<file path="config.mk">
export PLATFORM = sky130hd
export DESIGN_NAME = div60x32_seq_flat
export DESIGN_NICKNAME = d
export VERILOG_FILES = /design/src/rtl/div60x32_seq_pkg.sv /design/src/rtl/div60x32_seq_if.sv /design/src/rtl/div60x32_seq_core.sv /design/src/rtl/div60x32_seq.sv /design/src/flat_wrapper.sv
export SDC_FILE = /design/constraint.sdc
export NUM_CORES = 1
export LEC_CHECK = 0
export ABC_AREA = 1
export CAP_MARGIN = 20
export CORE_MARGIN = 3
export CORE_UTILIZATION = 60
export DETAILED_ROUTE_END_ITERATION = 12
export GPL_TIMING_DRIVEN = 0
export PLACE_DENSITY_LB_ADDON = 0.08
export SLEW_MARGIN = 15
export SYNTH_ARGS = -nofsm -noshare
export SYNTH_HDL_FRONTEND = slang
export SYNTH_SLANG_ARGS = --single-unit
</file>
<file path="constraint.sdc">
create_clock -name clk -period 12.5 [get_ports clk]
set_clock_uncertainty 0.15 [all_clocks]
set_input_delay 2.5 -clock clk [delete_from_list [all_inputs] [get_ports clk]]
set_output_delay 2.5 -clock clk [all_outputs]
set_load 0.005 [all_outputs]
</file>
<file path="src/rtl/div60x32_seq_pkg.sv">
// div60x32_seq_pkg: widths, state encoding and saturation limits for the sequential divider
package div60x32_seq_pkg;
  localparam int DW = 60;
  localparam int VW = 32;
  localparam int QW = 28;
  localparam int CW = 6;
  typedef enum logic [1:0] {IDLE = 2'd0, CALC = 2'd1, FIX = 2'd2} state_t;
  localparam logic [QW-1:0] QMAX = {1'b0, {(QW-1){1'b1}}};
  localparam logic [QW-1:0] QMIN = {1'b1, {(QW-1){1'b0}}};
endpackage

</file>
<file path="src/rtl/div60x32_seq_if.sv">
// div60x32_seq_if: operand/result handshake bundle for the sequential divider
interface div60x32_seq_if;
  import div60x32_seq_pkg::*;
  logic          in_valid;
  logic          in_ready;
  logic [DW-1:0] a;
  logic [VW-1:0] b;
  logic          out_valid;
  logic [QW-1:0] q;
  logic [VW-1:0] r;
  logic          ovf;
  logic          dz;
  logic          busy;
  modport master(output in_valid, a, b, input in_ready, out_valid, q, r, ovf, dz, busy);
  modport slave(input in_valid, a, b, output in_ready, out_valid, q, r, ovf, dz, busy);
endinterface

</file>
<file path="src/rtl/div60x32_seq_core.sv">
// div60x32_seq_core: radix-2 restoring magnitude datapath, one quotient bit per enabled clock
module div60x32_seq_core
  import div60x32_seq_pkg::*;
(
  input  logic          clk,
  input  logic          reset,
  input  logic          load,
  input  logic          en,
  input  logic [DW-1:0] a_mag,
  input  logic [VW-1:0] b_mag,
  output logic [DW-1:0] qmag,
  output logic [VW-1:0] pr,
  output logic [CW-1:0] cnt,
  output logic          b_zero
);
  logic [VW-1:0] bm;
  logic [VW:0]   sh;
  logic [VW-1:0] diff;
  logic          ge;
  always_comb begin
    sh   = {pr, qmag[DW-1]};
    ge   = sh >= {1'b0, bm};
    diff = sh[VW-1:0] - bm;
  end
  assign b_zero = bm == '0;
  always_ff @(posedge clk or posedge reset) begin
    if (reset) begin
      pr   <= '0;
      qmag <= '0;
      bm   <= '0;
      cnt  <= '0;
    end else if (load) begin
      pr   <= '0;
      qmag <= a_mag;
      bm   <= b_mag;
      cnt  <= '0;
    end else if (en) begin
      pr   <= ge ? diff : sh[VW-1:0];
      qmag <= {qmag[DW-2:0], ge};
      cnt  <= cnt + CW'(1);
    end
  end
endmodule

</file>
<file path="src/rtl/div60x32_seq.sv">
// div60x32_seq: signed 60/32 sequential divider with saturating 28-bit quotient and truncating remainder
module div60x32_seq
  import div60x32_seq_pkg::*;
(
  input logic           clk,
  input logic           reset,
  div60x32_seq_if.slave bus
);
  state_t        state;
  logic          sa;
  logic          sb;
  logic [VW-1:0] a_lo;
  logic [DW-1:0] qmag;
  logic [VW-1:0] pr;
  logic [CW-1:0] cnt;
  logic          b_zero;
  logic          accept;
  logic          neg;
  logic          ovf_n;
  logic [DW-1:0] a_mag;
  logic [VW-1:0] b_mag;
  logic [QW-1:0] q_n;
  logic [VW-1:0] r_n;
  always_comb begin
    accept = state == IDLE && bus.in_valid;
    a_mag  = bus.a[DW-1] ? -bus.a : bus.a;
    b_mag  = bus.b[VW-1] ? -bus.b : bus.b;
    neg    = sa ^ sb;
    ovf_n  = !b_zero && (neg ? qmag > DW'(QMIN) : qmag > DW'(QMAX));
    q_n    = b_zero ? (sa ? QMIN : QMAX) : ovf_n ? (neg ? QMIN : QMAX) : neg ? -qmag[QW-1:0] : qmag[QW-1:0];
    r_n    = b_zero ? a_lo : sa ? -pr : pr;
  end
  div60x32_seq_core u_core (
    .clk   (clk),
    .reset (reset),
    .load  (accept),
    .en    (state == CALC),
    .a_mag (a_mag),
    .b_mag (b_mag),
    .qmag  (qmag),
    .pr    (pr),
    .cnt   (cnt),
    .b_zero(b_zero)
  );
  always_ff @(posedge clk or posedge reset) begin
    if (reset) begin
      state         <= IDLE;
      bus.in_ready  <= 1'b1;
      bus.out_valid <= 1'b0;
      bus.q         <= '0;
      bus.r         <= '0;
      bus.ovf       <= 1'b0;
      bus.dz        <= 1'b0;
      bus.busy      <= 1'b0;
      sa            <= 1'b0;
      sb            <= 1'b0;
      a_lo          <= '0;
    end else begin
      bus.out_valid <= 1'b0;
      case (state)
        IDLE: if (bus.in_valid) begin
          sa           <= bus.a[DW-1];
          sb           <= bus.b[VW-1];
          a_lo         <= bus.a[VW-1:0];
          state        <= CALC;
          bus.in_ready <= 1'b0;
          bus.busy     <= 1'b1;
        end
        CALC: if (cnt == CW'(DW-1)) state <= FIX;
        FIX: begin
          state         <= IDLE;
          bus.in_ready  <= 1'b1;
          bus.busy      <= 1'b0;
          bus.out_valid <= 1'b1;
          bus.q         <= q_n;
          bus.r         <= r_n;
          bus.ovf       <= ovf_n;
          bus.dz        <= b_zero;
        end
        default: begin
          state        <= IDLE;
          bus.in_ready <= 1'b1;
          bus.busy     <= 1'b0;
        end
      endcase
    end
  end
endmodule

</file>
<file path="src/flat_wrapper.sv">
// flat-port wrapper written by rule: the top's interface ports become plain ports
module div60x32_seq_flat import div60x32_seq_pkg::*;
  (clk, reset, bus_in_valid, bus_a, bus_b, bus_in_ready, bus_out_valid, bus_q, bus_r, bus_ovf, bus_dz, bus_busy);
  div60x32_seq_if bus_i ();
  input logic clk;
  input logic reset;
  input wire logic [$bits(bus_i.in_valid)-1:0] bus_in_valid;
  input wire logic [$bits(bus_i.a)-1:0] bus_a;
  input wire logic [$bits(bus_i.b)-1:0] bus_b;
  output wire logic [$bits(bus_i.in_ready)-1:0] bus_in_ready;
  output wire logic [$bits(bus_i.out_valid)-1:0] bus_out_valid;
  output wire logic [$bits(bus_i.q)-1:0] bus_q;
  output wire logic [$bits(bus_i.r)-1:0] bus_r;
  output wire logic [$bits(bus_i.ovf)-1:0] bus_ovf;
  output wire logic [$bits(bus_i.dz)-1:0] bus_dz;
  output wire logic [$bits(bus_i.busy)-1:0] bus_busy;
  assign bus_i.in_valid = bus_in_valid;
  assign bus_i.a = bus_a;
  assign bus_i.b = bus_b;
  assign bus_in_ready = bus_i.in_ready;
  assign bus_out_valid = bus_i.out_valid;
  assign bus_q = bus_i.q;
  assign bus_r = bus_i.r;
  assign bus_ovf = bus_i.ovf;
  assign bus_dz = bus_i.dz;
  assign bus_busy = bus_i.busy;
  div60x32_seq u_core (.clk(clk), .reset(reset), .bus(bus_i));
endmodule
</file>
[Yosys cells after proc, flatten, opt, wreduce, memory -nomap -nowiden]
Index checks and enable logic that the tools add are counted.
Storage, ports and cells
  flip-flop bits (word level): 231
  logic and storage cells: 65
  input port bits: 95
  bits in latches: 0
  memory bits (writable): 0
  ROM bits: 0
  memories kept: 0
Cells by class
  eq/ne operators: 5
  reduce and logical (&&, ||, !) cells: 9
  add/sub/neg operators: 6
  divide/modulo/power cells: 0
  multipliers: 0
  shift-type cells: 0
  order comparisons: 3
  mux-type cells: 25
  bitwise gates (word level): 2
Operators by type and width (number)
  32-bit two-way mux: 6
  60-bit two-way mux: 3
  28-bit two-way mux: 5
  32-bit negator: 2
  60-bit by 27-bit > comparator with 1-bit output, second input constant: 1
  60-bit by 28-bit > comparator with 1-bit output, second input constant: 1
  60-bit negator: 1
  33-bit by 32-bit greater-or-equal comparator with 1-bit output: 1
  32-bit logical NOT: 1
  32-bit subtractor: 1
  28-bit negator: 1
  6-bit two-way mux: 2
  6-bit by 1-bit adder with 6-bit output, second input constant: 1
  6-bit equality test, second input constant: 1
  2-bit AND reduction: 3
  1-bit two-way mux: 4
  2-bit two-way mux: 2
  1-bit case mux with 2 select lines: 2
  2-bit case mux with 2 select lines: 1
  2-bit by 1-bit equality test with 1-bit output, second input constant: 1
  2-bit equality test, second input constant: 1
  1-bit logical AND: 2
  2-bit logical NOT: 1
  2-bit by 1-bit != test with 1-bit output, second input constant: 1
  5 further kinds: 5

[Longest topological paths before layout]
Gate-level depths: netlist of the first run.
  depth after elaboration: 5
  gate-level depth with buffers: 16

[Modules after synthesis]
Synthesis of the first run repeated with hierarchy kept, for this count alone.
Second synthesis, totals
  cells, all modules: 2784
  area total of the unflattened synthesis: 17870.9 µm²
Modules (own cells, without submodules)
  div60x32_seq: times used 1, area an instance 9365.2 µm², cells an instance 1532
  div60x32_seq_core: times used 1, area an instance 8505.7 µm², cells an instance 1252

[Least setup slack after synthesis of the first run]
OpenSTA, ideal clock, no wires.
  path type: input to register
  from: input port bus_a[1]
  to: register u_core.u_core.qmag[46]
  stages: 13
  required time: 12.229 ns
  arrival time: 3.820 ns
  path slack: 8.408 ns
  buffers on the path: 0
  cell sequence: inv_1 -> ha_1 -> nand3_2 -> nor2_4 -> nand2_2 -> nor2_4 -> nand2_4 -> nor2_4 -> nand2_1 -> nand2_2 -> nand3_1 -> nand3_1 -> nand2_1
Between the ends
  cells in the longest elaborated chain, start to end: 3
Ends and longest elaborated chain
  start, declared: line flat_wrapper.sv:8  | input wire logic [$bits(bus_i.a)-1:0] bus_a;
  60-bit negator: line div60x32_seq.sv:26  | a_mag = bus.a[DW-1] ? -bus.a : bus.a;
  60-bit two-way mux: line div60x32_seq.sv:26
  60-bit two-way mux: line div60x32_seq_core.sv:32  | end else if (load) begin
  end signal, assigned: line div60x32_seq_core.sv:34  | qmag <= a_mag;
  end signal, assigned: line div60x32_seq_core.sv:39  | qmag <= {qmag[DW-2:0], ge};
  end, declared: line div60x32_seq_core.sv:11  | output logic [DW-1:0] qmag,
No other way between the ends.
A chain may end at the register's enable or synchronous reset.

[Worst setup path in the final report of the first run]
Ends and elaborated chain as after synthesis.

==> results of run 1 <==
## worst reg2reg max path, stage by stage (launching register included)
cell      delay, ns
dfrtp_1        0.38
inv_1          0.24
nand3_1        0.13
nor3_1         0.19
nand2_1        0.09
nor2_2         0.42
inv_2          0.23
clkbuf_1       0.37
o21ai_0        0.49
nand2_1        0.10
## final cells by class
| cell class | instances | area [µm²] | area share [%] |
|---|---|---|---|
| flip-flops and latches | 231 | 5782 | 28.59 |
| multi-input cells | 2007 | 9661 | 47.78 |
| clock inverters | 10 | 158.9 | 0.7858 |
| plain buffers | 94 | 431.7 | 2.135 |
| well taps | 378 | 473.0 | 2.339 |
| repair buffers | 160 | 1637 | 8.094 |
| inverters | 362 | 1366 | 6.757 |
| diodes | 1 | 2.502 | 0.01238 |
| clock buffers | 34 | 709.4 | 3.508 |
## metal layers
metal  vias up  global-route usage [%]  share of wire (%)
met4         2                   16.17                4.8
met1      9093                   55.79                 39
met3       259                   9.122                 13
met2      1446                   60.86                 43
li1       8997                       -                  -
met5         -                       0              0.013
## stage by stage
step / instance area (µm²) / std cells / worst slack [ns] / hold WS [ns] / utilization (%)
after floorplan: 17230 / 2694 / 3.519 / 0.2867 / -
after global placement: 19290 / 3230 / 1.125 / 0.3072 / 68.86
after detailed placement: 19350 / 3232 / 7.398 / 0.3142 / 69.08
after CTS: 20220 / 3276 / 7.912 / 0.3268 / 72.18
after global routing: 20220 / 3276 / 7.700 / 0.3521 / 72.18
final: 20220 / 3277 / 7.838 / 0.3400 / 72.19
## sequential cells by signal, indices dropped and copies added, names as in the netlist, 2 cells and up
name                flops
u_core.a_lo            32
u_core.bus.q           28
u_core.bus.r           32
u_core.state            2
u_core.u_core.bm       32
u_core.u_core.cnt       6
u_core.u_core.pr       32
u_core.u_core.qmag     60
## cells in the mapped netlist, types with 4 or more instances
library cell  count
nor2_2           10
inv_1           350
nor3_1           25
o311ai_0          6
nand2_2           8
nand3_2          12
nand4_1          37
o22ai_1           7
xnor2_1          16
nor2_1          299
nand2_1         854
ha_1             37
buf_1            10
buf_6             4
xor2_1           52
or2_2             4
buf_2            21
nand3_1         277
nor4_1            5
clkbuf_1         55
a21oi_2          12
o211ai_1         23
o21ai_1          17
and2_1            6
a21oi_1          92
o21ai_0         138
inv_2            12
a22oi_1          29
nand3b_1          4
o221ai_1          9
dfrtp_1         230
## placed cells by master (no fill, tap or decap), types with 17 or more instances in the layout
cell type | Yosys | routed
nand2_1 | 854 | 854
inv_1 | 350 | 349
nor2_1 | 299 | 299
nand3_1 | 277 | 277
dfrtp_1 | 230 | 230
clkdlybuf4s50_1 | 0 | 158
o21ai_0 | 138 | 138
a21oi_1 | 92 | 92
clkbuf_1 | 55 | 59
xor2_1 | 52 | 52
nand4_1 | 37 | 37
ha_1 | 37 | 37
a22oi_1 | 29 | 29
nor3_1 | 25 | 25
clkbuf_16 | 0 | 25
o211ai_1 | 23 | 23
buf_2 | 21 | 21
o21ai_1 | 17 | 17
## logic make-up after synthesis
family	count (synthesis)	synth area share (%)
AND/OR/NAND/NOR	1552	37.95
buffers and inverters	456	10.39
XOR/XNOR	69	3.550
AO/OA/AOI/OAI	348	11.75
flip-flops	231	33.55
adder cells (fa/ha/maj)	38	2.803
## how the worst max path moves through the flow
| stage | startpoint | endpoint | slack [ns] | cells past startpoint |
|---|---|---|---|---|
| 2_1_floorplan | reset | u_core.a_lo[0]$_DFFE_PP0P_ | 3.52 | 1 |
| 3_3_place_gp | reset | u_core.u_core.bm[9]$_DFFE_PP0P_ | 1.12 | 2 |
| 3_5_place_dp | bus_a[1] | u_core.u_core.qmag[46]$_DFFE_PP0P_ | 7.40 | 14 |
| 4_1_cts | bus_a[1] | u_core.u_core.qmag[46]$_DFFE_PP0P_ | 7.91 | 14 |
| 5_1_grt | bus_a[1] | u_core.u_core.qmag[46]$_DFFE_PP0P_ | 7.70 | 15 |
| 6_report | bus_a[1] | u_core.u_core.qmag[46]$_DFFE_PP0P_ | 7.84 | 14 |
## report_power, final
| group | leakage [nW] | switching (mW) | internal [mW] | total, mW |
|---|---|---|---|---|
| Combinational | 6.73 | 1.48 | 0.758 | 2.24 |
| Clock | 0.421 | 0.317 | 0.479 | 0.796 |
| Sequential | 2.80 | 0.226 | 0.953 | 1.18 |
==> impl_metrics.py, run 1 <==
metrics = {
    "timing": {
        "hold_viol": 0,
        "fmax_mhz": 214.5,
        "slew_viol_final": 0,
        "tightest_slew_ns": 0.7721,
        "maxSlewHeadroom_pct": 48.52,
        "finalSetupViolations": 0,
        "period_share_pct": 37.30,
        "tns_ns": 0,
        "rsz0062_at_grt": "no",
        "min_period_ns": 4.662,
    },
    "place": {
        "hpwl_mm": 49.36,
        "gp_congestion": 1.060,
        "port_buffers": 158,
    },
    "worst_setup_path": {
        "rrSetupSlack_ns": 9.60,
        "cp-end-kind": "flip-flop",
        "worstRegToRegCells": 9,
        "r2r-end": "u_core.bus.r[4]$_DFFE_PP0P_",
        "critPathMaxStageDelay_ns": 0.39,
        "cp_max_fo": 7,
        "slowest_stage": "clkdlybuf4s50_1",
        "arrival_ns": 4.91,
        "start_kind": "primary input",
        "rr_startpoint": "u_core.u_core.bm[25]$_DFFE_PP0P_",
        "critPathMostFrequentCell": "nor2_4",
        "cp_cell_sequence": "clkdlybuf4s50_1 -> inv_1 -> ha_1 -> nand3_2 -> nor2_4 -> nand2_2 -> nor2_4 -> nand2_4 -> nor2_4 -> nand2_1 -> nand2_2 -> nand3_1 -> nand3_1 -> nand2_1",
        "crit_family": "simple AND/OR/NAND/NOR gates",
        "critPathRequiredTime_ns": 12.75,
        "cp_num_buf_inv": 2,
        "path_class": "in -> reg",
    },
    "clock_network": {
        "ctsResizeCount": 0,
        "cts_setup_buffers": 0,
        "cts.reportedPaths.clkPinSlew_ns": 0.06,
        "cts.sinks": 231,
        "cts_hold_buf": 0,
        "cts_tree": "done",
        "htree_levels": 1,
        "numCtsBuffers": 25,
        "clk_path_buf_depth": 3,
        "root_buffer": "clkbuf_16",
        "clk_latency_ns": 0.53,
    },
    "route": {
        "routed_wl_mm": 63.39,
        "drtIter0Drc": 2970,
        "vias": 19800,
        "post_drt_wl_per_cell_um": 19.34,
        "drc": 0,
        "via_per_inst": 6.041,
        "antenna_left": 0,
        "first_pass_iters": 6,
    },
    "logic_synthesis": {
        "syn_avg_cell_area_um2": 6.397,
        "syn_nets": 2827,
        "synth_edf_count": 0,
        "synth-async-reset-ratio_pct": 100.0,
        "synthDominantCellAreaShare_pct": 33.40,
        "synth_cell_type_count": 50,
        "yosys-top-cells-area": "dfrtp_1, nand2_1, nand3_1, inv_1, nor2_1",
        "dominantRegCellSynth": "dfrtp_1",
        "yosysTopAreaCell": "dfrtp_1",
        "seq_area_frac_synth_pct": 33.55,
        "ys_ff_latch": 231,
        "syn-cell-area_um2": 17230,
        "synth_warnings": 0,
        "syn_inst": 2694,
    },
    "global_routing": {
        "antenna_found_initial": 1,
        "grt_pass1_vias": 18350,
        "grt_max_degree": 98,
        "grt_overflow_total": 0,
        "grt_usage_pct": 40.07,
        "grt_pass1_wl_mm": 97.86,
    },
    "power_and_ir_drop": {
        "ir_worst_vdd_mv": 0.1380,
        "p_per_area_nw_per_um2": 208.4,
        "p_leak_nw": 9.948,
        "power_mw": 4.213,
    },
    "floorplanning": {
        "row_count": 61,
        "boundaryPins": 160,
        "chipHeight_um": 175.5,
        "start_util_pct": 61.52,
        "coreArea_um2": 28010,
        "die-width_um": 175.5,
        "die-area_um2": 30790,
    },
    "worst_hold_path": {
        "min_path_cells": 2,
        "hp-start": "u_core.a_lo[6]$_DFFE_PP0P_",
        "min_to": "u_core.a_lo[6]$_DFFE_PP0P_",
        "min_path_type": "reg -> reg",
    },
    "outcome": {
        "status": "completed",
    },
    "run": {
        "cap_violations": 0,
    },
    "cells_and_area": {
        "drive_gt1_share_pct": 4.969,
        "fill_cells": 2339,
        "fin_nets": 3014,
        "area_growth_pct": 17.34,
    },
}
Note: power is estimated with default switching activity, not from simulation.
==> run 2, diff against run 1 <==
Settings changed: CORE_UTILIZATION 60 to 59.
Clock period 12.5 ns to 4.3 ns, I/O delays scaled along.
==> run 2 against run 1 <==
Net effect: clock-buffer cell count fell by 1; die area up 1.6%; global-route usage increased by 0.57 points; clock power increased to 2.7 times the previous value; worst setup slack lost 6.6 ns; worst hold slack lost 0.0060 ns; first-iteration DRC count is 1.6% lower; cell count increased by 0.12%; utilization decreased by 0.77 points; sequential power rose to 2.9 times the previous value; non-clock buffer count rose by 4.
==> impl_metrics.py, run 2 (synthesis gave the netlist of run 1 again) <==
metrics = {
    "floorplanning": {
        "coreArea_um2": 28320,
        "die-width_um": 176.9,
        "boundaryPins": 160,
        "start_util_pct": 60.86,
        "die-area_um2": 31300,
        "chipHeight_um": 176.9,
        "row_count": 61,
    },
    "cells_and_area": {
        "instances_no_fill": 3281,
        "multi_input_area_um2": 9661,
        "seq_area_um2": 5782,
        "drive_gt1_share_pct": 5.134,
        "final_cell_mix": "nand2_1, inv_1, nor2_1",
        "area_growth_pct": 17.35,
        "fin_nets": 3018,
        "final_core_util_pct": 71.42,
        "final_common_cell": "nand2_1",
        "fill_cells": 2349,
        "top_register": "u_core.u_core.qmag",
        "largest_reg_flops": 60,
    },
    "route": {
        "drtIter0Drc": 2921,
        "via_per_inst": 6.121,
        "routed_wl_mm": 65.06,
        "drc": 0,
        "vias": 20080,
        "antenna_left": 0,
        "post_drt_wl_per_cell_um": 19.83,
        "first_pass_iters": 9,
    },
    "worst_setup_path": {
        "worstRegToRegCells": 11,
        "rrSetupSlack_ns": 1.39,
        "rr_startpoint": "u_core.u_core.pr[0]$_DFFE_PP0P_",
        "arrival_ns": 3.30,
        "cp_cell_sequence": "clkdlybuf4s50_1 -> inv_1 -> ha_1 -> nand3_2 -> nor2_4 -> nand4_1 -> o21ai_0 -> xor2_1 -> o21ai_0",
        "r2r-end": "u_core.bus.r[22]$_DFFE_PP0P_",
        "slowest_stage": "clkdlybuf4s50_1",
        "start_kind": "primary input",
        "critPathMaxStageDelay_ns": 0.46,
        "startpoint": "bus_a[1]",
        "crit_end": "u_core.u_core.qmag[40]$_DFFE_PP0P_",
        "cp_num_buf_inv": 2,
        "cp_max_fo": 7,
        "crit_family": "simple AND/OR/NAND/NOR gates",
        "path_class": "in -> reg",
        "critPathMostFrequentCell": "o21ai_0",
        "critPathRequiredTime_ns": 4.51,
        "worst-path-stages": 9,
        "cp-end-kind": "flip-flop",
    },
    "global_routing": {
        "grt_usage_pct": 40.65,
        "grt_pass1_wl_mm": 100.1,
        "grt_pass1_vias": 18820,
        "grt_max_degree": 39,
        "antenna_found_initial": 1,
        "grt_overflow_total": 0,
    },
    "place": {
        "dp_cells": 3236,
        "gp_congestion": 1.031,
        "port_buffers": 158,
        "hpwl_mm": 51.03,
    },
    "timing": {
        "tightest_slew_ns": 0.8056,
        "min_period_ns": 3.086,
        "rsz0062_at_grt": "no",
        "whs_ns": 0.3339,
        "hold_viol": 0,
        "period_share_pct": 71.77,
        "fmax_mhz": 324.0,
        "finalSetupViolations": 0,
        "maxSlewHeadroom_pct": 46.29,
        "slew_viol_final": 0,
    },
    "clock_network": {
        "cts_tree": "done",
        "root_buffer": "clkbuf_16",
        "cts_setup_buffers": 0,
        "numCtsBuffers": 25,
        "ctsResizeCount": 0,
        "cts_hold_buf": 0,
        "clk_path_buf_depth": 3,
        "htree_levels": 1,
        "clk_latency_ns": 0.53,
        "cts.sinks": 231,
        "cts.reportedPaths.clkPinSlew_ns": 0.07,
    },
    "power_and_ir_drop": {
        "p_int_mw": 6.199,
        "swShare_pct": 49.02,
        "comb_power_share_pct": 54.1,
        "ir_worst_vdd_mv": 0.3459,
        "p_sw_mw": 5.961,
        "p_clk_share_pct": 17.7,
        "p_per_area_nw_per_um2": 601.3,
        "p_leak_nw": 9.943,
        "power_mw": 12.16,
        "seqPwrFrac_pct": 28.2,
    },
    "outcome": {
        "status": "completed",
    },
    "run": {
        "cap_violations": 0,
    },
    "worst_hold_path": {
        "min_path_type": "reg -> reg",
        "min_path_cells": 2,
    },
}
-- run 2: cell types whose count changed in the layout (fill, tap and decap cells not counted) --
cell / before / now
buf_12: 0 / 6
bufinv_16: 4 / 1
buf_16: 2 / 0
clkinv_4: 1 / 3
clkinvlp_4: 2 / 4
clkbuf_1: 59 / 58
inv_6: 0 / 1
inv_8: 1 / 0
-- run 2: worst min-delay path: cells and delay by family, from the launching register on --
kind	cells	cell delay (ns)
simple gates	2	0.11
flops	1	0.35
-- run 2: stage by stage --
stage                     setup TNS, ns  area [µm²]  setup slack (ns)
final                                 0       20220             1.214
after detailed placement              0       19410            0.7826
after global routing                  0       20220             1.119
after CTS                             0       20220             1.290
after floorplan                       0       17240            0.2689
after global placement          -276.15       19290            -1.235
-- run 2: final cells by class --
| class | instances | share of cell area, % |
|---|---|---|
| Multi-Input combinational cell | 2007 | 47.77 |
| Clock buffer | 33 | 3.490 |
| Buffer | 94 | 2.135 |
| Tap cell | 378 | 2.339 |
| Timing Repair Buffer | 164 | 8.415 |
| Clock inverter | 11 | 0.5074 |
| Antenna cell | 1 | 0.01237 |
| Sequential cell | 231 | 28.59 |
| Inverter | 362 | 6.738 |
-- run 2: per-layer routing --
metal / GRT usage [%] / part of all wire, %
met4: 15.35 / 4.6
met5: 0 / 0.020
met1: 56.15 / 39
met3: 9.331 / 14
met2: 62.56 / 43
-- run 2: worst min-delay path by stage --
| stage | from | end | slack [ns] |
|---|---|---|---|
| 2_1_floorplan | u_core.a_lo[11]$_DFFE_PP0P_ | u_core.a_lo[11]$_DFFE_PP0P_ | 0.29 |
| 3_3_place_gp | u_core.a_lo[11]$_DFFE_PP0P_ | u_core.a_lo[11]$_DFFE_PP0P_ | 0.30 |
| 3_5_place_dp | u_core.bus.r[9]$_DFFE_PP0P_ | u_core.bus.r[9]$_DFFE_PP0P_ | 0.32 |
| 4_1_cts | u_core.a_lo[14]$_DFFE_PP0P_ | u_core.a_lo[14]$_DFFE_PP0P_ | 0.33 |
| 5_1_grt | u_core.u_core.bm[30]$_DFFE_PP0P_ | u_core.u_core.bm[30]$_DFFE_PP0P_ | 0.34 |
| 6_report | u_core.a_lo[14]$_DFFE_PP0P_ | u_core.a_lo[14]$_DFFE_PP0P_ | 0.33 |
-- run 2: power groups by stage --
stage	clock network [mW]	registers (mW)	logic (mW)
6_report	2.15	3.43	6.58
5_1_grt	2.22	3.47	7.28
4_1_cts	2.13	3.38	6.36
3_5_place_dp	0	3.40	6.28
3_3_place_gp	0	3.37	6.07
2_1_floorplan	0	3.19	4.62
